<file path="src/rtl/sram_bank_ctrl.sv">
// Two-port arbitrated controller over a bank array of 256x8 SRAM macros.
// Ports: clk, reset (async, active-low); port A (pipeline, priority):
//   a_req/a_we/a_be/a_addr/a_wdata in, a_stall/a_rdata/a_rvalid out;
//   port B (IO/loader): b_req/b_we/b_be/b_addr/b_wdata in,
//   b_gnt/b_rdata/b_rvalid out; macro side: sram_cen/sram_gwen/sram_wen/
//   sram_a/sram_d out, sram_q in (bank-major).
module sram_bank_ctrl #(
    parameter int DATA_W       = 16,
    parameter int ADDR_W       = 10,
    parameter int STARVE_LIMIT = 4
) (
    input  logic                                      clk,
    input  logic                                      reset,
    input  logic                                      a_req,
    input  logic                                      a_we,
    input  logic [DATA_W/8-1:0]                       a_be,
    input  logic [ADDR_W-1:0]                         a_addr,
    input  logic [DATA_W-1:0]                         a_wdata,
    output logic                                      a_stall,
    output logic [DATA_W-1:0]                         a_rdata,
    output logic                                      a_rvalid,
    input  logic                                      b_req,
    input  logic                                      b_we,
    input  logic [DATA_W/8-1:0]                       b_be,
    input  logic [ADDR_W-1:0]                         b_addr,
    input  logic [DATA_W-1:0]                         b_wdata,
    output logic                                      b_gnt,
    output logic [DATA_W-1:0]                         b_rdata,
    output logic                                      b_rvalid,
    output logic [(1<<(ADDR_W-8))*(DATA_W/8)-1:0]     sram_cen,
    output logic [(1<<(ADDR_W-8))*(DATA_W/8)-1:0]     sram_gwen,
    output logic [(1<<(ADDR_W-8))*(DATA_W/8)*8-1:0]   sram_wen,
    output logic [7:0]                                sram_a,
    output logic [DATA_W-1:0]                         sram_d,
    input  logic [(1<<(ADDR_W-8))*DATA_W-1:0]         sram_q
);

    localparam int BYTES = DATA_W / 8;
    localparam int NBANK = 1 << (ADDR_W - 8);
    localparam int NMAC  = NBANK * BYTES;
    localparam int BW    = (ADDR_W > 8) ? ADDR_W - 8 : 1;
    localparam int CW    = (STARVE_LIMIT > 0) ? $clog2(STARVE_LIMIT + 1) : 1;
    localparam logic [CW-1:0] LIM = CW'(STARVE_LIMIT);

    logic [CW-1:0]     starve_cnt;
    logic [CW-1:0]     cnt_nxt;
    logic              override;
    logic              gnt_a;
    logic              gnt_b;
    logic              gnt;
    logic              sel_we;
    logic [BYTES-1:0]  sel_be;
    logic [ADDR_W-1:0] sel_addr;
    logic [DATA_W-1:0] sel_wdata;
    logic [BW-1:0]     bank;
    logic [7:0]        last_a;
    logic [DATA_W-1:0] last_d;
    logic              pend_a;
    logic              pend_b;
    logic [BW-1:0]     pend_bank;
    logic [DATA_W-1:0] a_hold;
    logic [DATA_W-1:0] b_hold;
    logic [DATA_W-1:0] q_sel;

    // B wins a contested cycle only once it has been denied LIM times.
    assign override = a_req && b_req && (STARVE_LIMIT != 0)
                      && (starve_cnt == LIM);
    assign gnt_a    = reset && a_req && !override;
    assign gnt_b    = reset && b_req && (!a_req || override);
    assign gnt      = gnt_a || gnt_b;
    assign b_gnt    = gnt_b;
    assign a_stall  = reset && override;

    assign sel_we    = gnt_b ? b_we    : a_we;
    assign sel_be    = gnt_b ? b_be    : a_be;
    assign sel_addr  = gnt_b ? b_addr  : a_addr;
    assign sel_wdata = gnt_b ? b_wdata : a_wdata;

    if (ADDR_W > 8) begin : g_bank
        assign bank = sel_addr[ADDR_W-1:8];
    end else begin : g_one_bank
        assign bank = '0;
    end

    // Idle cycles keep the macro address/data buses quiet.
    assign sram_a = gnt ? sel_addr[7:0] : last_a;
    assign sram_d = gnt ? sel_wdata     : last_d;

    always_comb begin
        sram_cen  = '1;
        sram_gwen = '1;
        sram_wen  = '1;
        for (int m = 0; m < NMAC; m++) begin
            if (gnt && bank == BW'(m / BYTES)) begin
                sram_cen[m] = 1'b0;
                if (sel_we && sel_be[m % BYTES]) begin
                    sram_gwen[m]       = 1'b0;
                    sram_wen[m*8 +: 8] = 8'h00;
                end
            end
        end
    end

    always_comb begin
        cnt_nxt = starve_cnt;
        if (!b_req || gnt_b) begin
            cnt_nxt = '0;
        end else if (starve_cnt != LIM) begin
            cnt_nxt = starve_cnt + 1'b1;
        end
    end

    assign q_sel    = sram_q[int'(pend_bank)*DATA_W +: DATA_W];
    assign a_rvalid = pend_a;
    assign b_rvalid = pend_b;
    assign a_rdata  = pend_a ? q_sel : a_hold;
    assign b_rdata  = pend_b ? q_sel : b_hold;

    always_ff @(posedge clk or negedge reset) begin
        if (!reset) begin
            starve_cnt <= '0;
            last_a     <= '0;
            last_d     <= '0;
            pend_a     <= 1'b0;
            pend_b     <= 1'b0;
            pend_bank  <= '0;
            a_hold     <= '0;
            b_hold     <= '0;
        end else begin
            starve_cnt <= cnt_nxt;
            pend_a     <= gnt_a && !sel_we;
            pend_b     <= gnt_b && !sel_we;
            if (gnt) begin
                last_a    <= sel_addr[7:0];
                last_d    <= sel_wdata;
                pend_bank <= bank;
            end
            if (pend_a) begin
                a_hold <= q_sel;
            end
            if (pend_b) begin
                b_hold <= q_sel;
            end
        end
    end

endmodule
</file>
<file path="config.mk">
export PLATFORM = sky130hd
export DESIGN_NAME = sram_bank_ctrl
export DESIGN_NICKNAME = d
export VERILOG_FILES = /design/src/rtl/sram_bank_ctrl.sv
export SDC_FILE = /design/constraint.sdc
export NUM_CORES = 1
export LEC_CHECK = 0
export BUFFER_PORTS_ARGS = -buffer_cell sky130_fd_sc_hd__buf_2
export CAP_MARGIN = 25
export CELL_PAD_IN_SITES_DETAIL_PLACEMENT = 0
export CELL_PAD_IN_SITES_GLOBAL_PLACEMENT = 1
export CORE_MARGIN = 2
export CORE_UTILIZATION = 32
export DETAILED_ROUTE_END_ITERATION = 8
export GPL_TIMING_DRIVEN = 0
export PLACE_DENSITY_LB_ADDON = 0.05
export RECOVER_POWER = 100
export SLEW_MARGIN = 20
export SYNTH_ARGS = -nofsm -noshare
export SYNTH_HDL_FRONTEND = slang
export SYNTH_SLANG_ARGS = --single-unit
</file>
<file path="constraint.sdc">
create_clock -name clk -period 3.45 [get_ports clk]
set_input_delay 0.69 -clock clk [delete_from_list [all_inputs] [get_ports clk]]
set_output_delay 0.69 -clock clk [all_outputs]
set_load 0.02 [all_outputs]
</file>
==> results.toml <==
[timing]
hold_viol = 0
slew_viol_final = 0
post-route-min-period_ns = 3.33
skew_ns = 0.00509
finalCritPeriodShare_pct = 96.5
rsz0062_at_grt = "true"
finalSetupViolCount = 0
maxSlewHeadroom_pct = 57.0
tightestPinTransition_ns = 0.645
fin_setup_tns_ns = 0
max_freq_ghz = 0.300

[drt]
ant_nets = 0
vias = 3762
vias_per_cell = 4.77
wl_um = 12300
drc = 0
drtPass1Iterations = 4
wl_per_cell_um = 15.6
drtIter0Drc = 170

[synth]
synth_common_cells = "buf_4 (68), dfrtp_1 (63), mux2_2 (33)"
seq_area_frac_synth_pct = 41.2
syn_avg_cell_area_sq_um = 10.7
ys_types = 36
synthArstFlopShare_pct = 100
yosysTopAreaCell = "dfrtp_1"
syn_area_sq_um = 3830
ys.flop_type = "dfrtp_1"
ys_ff_latch = 63
synth_edf_count = 0
synth_area_leaders = "dfrtp_1 (41%), buf_4 (13%), mux2_2 (9.7%), mux4_2 (5.3%), mux4_1 (4.8%)"
yosysWarnings = 0
yosysMostFrequentCell = "buf_4"
yosysTopAreaCellShare_pct = 41.2
netlist_instances = 359
syn_nets = 487

[critical_path]
critPathCaptureType = "output port"
critical_path_class = "in -> out"
start_kind = "input pin"
crit_fanout = 46
cp.required_ns = 2.76
critical_path_arrival_ns = 2.64

[finish]
fin_nets = 768
area_delta_synth_final_pct = 49.6
drive_gt1_share_pct = 56.0
final.fill_count = 1148
final_util_pct = 49.5
multi_input_area_sq_um = 1650
insertedDiodeCount = 0
regArea_sq_um = 1580

[grt]
grt_overflow = 0
use_met3_pct = 5.25
first_global_vias = 3576
met2_usage_pct = 31.1
gr-usage-all-layers_pct = 18.2
antenna_found_initial = 0
grt_max_degree = 47
grt_pass1_wl_um = 18500
grtUsageMet1_pct = 22.5
top_usage_layer = "met2"

[floorplanning]
coreArea_sq_um = 11600
initial_utilization_pct = 33.1
placementRows = 39
die_w_um = 113
boundaryPins = 266
dieArea_sq_um = 12900
die_h_um = 113

[min_path]
hold_path.class = "in -> async"

[pwr]
power_density_nw_per_um2 = 499
p_leak_uw = 0.00266
vdd_drop_max_uv = 219

[placement]
port_buffers = 264
gp_congestion = 0.728
post-dp-hpwl_um = 9590

[cts]
path_clk_slew_ns = 0.05
root_buffer = "clkbuf_16"
htreeDepth = 3
cts_buffer_depth = 2
insertion_delay_ns = 0.32
cts_tree = "done"
cts-buffers-inserted = 9
cts_sinks = 63

[status]
status = "completed"

[job]
drv_cap = 0
[layout by cell type, fill, tap and decap left out, types with 2 or more instances in the layout]
cell / count
clkbuf_2: 42
o21ai_0: 29
ha_1: 2
bufinv_16: 2
mux2_1: 19
clkbuf_16: 9
a21oi_1: 28
clkbuf_1: 55
nor2_1: 28
inv_1: 3
a22oi_2: 8
nand3_1: 2
mux2_2: 14
and3_1: 6
a31oi_1: 25
buf_2: 194
buf_4: 56
dfrtp_1: 63
mux4_2: 9
mux4_1: 7
nand2b_1: 2
buf_12: 2
clkbuf_4: 13
nand2_1: 5
[area by class of cell]
type / instances / share of cell area [%]
buffer: 93 / 11.1
inverter: 3 / 0.197
clock inverter: 5 / 1.42
timing repair buffer: 270 / 23.5
clock buffer: 11 / 4.24
multi-input combinational: 200 / 28.9
sequential: 63 / 27.5
tap: 143 / 3.13
[worst paths after layout]
check                                  start           end  slack [ns]  depth (start not counted)
worst max-delay path                   reset  sram_wen[44]        0.12                          8
worst min-delay path                   reset     a_hold[3]        0.26                          1
worst min register to register    b_hold[11]    b_hold[11]        0.48                          1
min in group clk                  b_hold[11]    b_hold[11]        0.48                          1
worst max register to register  pend_bank[1]    a_hold[12]        1.31                          4
max in group asynchronous              reset     last_a[7]        2.65                          2
[power breakdown]
part	total [uW]	internal, uW	switching [uW]
logic	941	361	581
registers	946	907	39.2
clock network	970	652	319
total	2860	1920	939
[kinds of logic (layout without fill, tap and decap cells)]
logic type / after synthesis / in the layout / share of synthesized area, %
AOI/OAI and AO/OA: 97 / 97 / 14.7
buffers and inverters: 96 / 382 / 16.9
DFF: 63 / 63 / 41.2
and+or+nand+nor: 51 / 51 / 6.44
muxes: 49 / 49 / 19.8
adders and majority gates: 2 / 2 / 0.654
xor gates and xnor gates: 1 / 1 / 0.229
[metal layers]
layer / wire, um / up-vias
met4: 177 / 0
li1: - / 1804
met2: 6190 / 159
met1: 5040 / 1784
met5: 0 / -
met3: 862 / 15
[per-stage QoR]
step	cells	hold WS, ns	cell area [sq um]	worst slack [ns]	power, uW
3_3_place_gp	766	0.478	5330	-0.995	1930
3_5_place_dp	767	0.484	5360	-0.221	1950
2_1_floorplan	359	0.394	3830	0.516	1590
6_report	788	0.262	5730	0.121	2860
5_1_grt	788	0.274	5730	-0.0874	3020
4_1_cts	783	0.266	5710	-0.172	2940
[state kept, by name (all words and copies together) (netlist names)]
signal      cells
last_a          8
b_rvalid        1
a_hold         16
pend_bank       2
a_rvalid        1
last_d         16
b_hold         16
starve_cnt      3
[worst max-delay path: stages]
cell	delay [ns]
buf_4	0.30
buf_16	0.28
nand2_1	0.28
nor4b_2	0.46
a22oi_2	0.17
buf_12	0.16
buf_4	0.12
buf_2	0.15
[what timing repair did]
| item | CTS | global route |
|---|---|---|
| pin swaps | 0 | 5 |
| endpoints found under the setup margin | 71 | 75 |
| hold buffers | 0 | 0 |
| buffers inserted | 0 | 5 |
| gates resized for setup | 5 | 8 |
(Power assumes the default switching activity.)
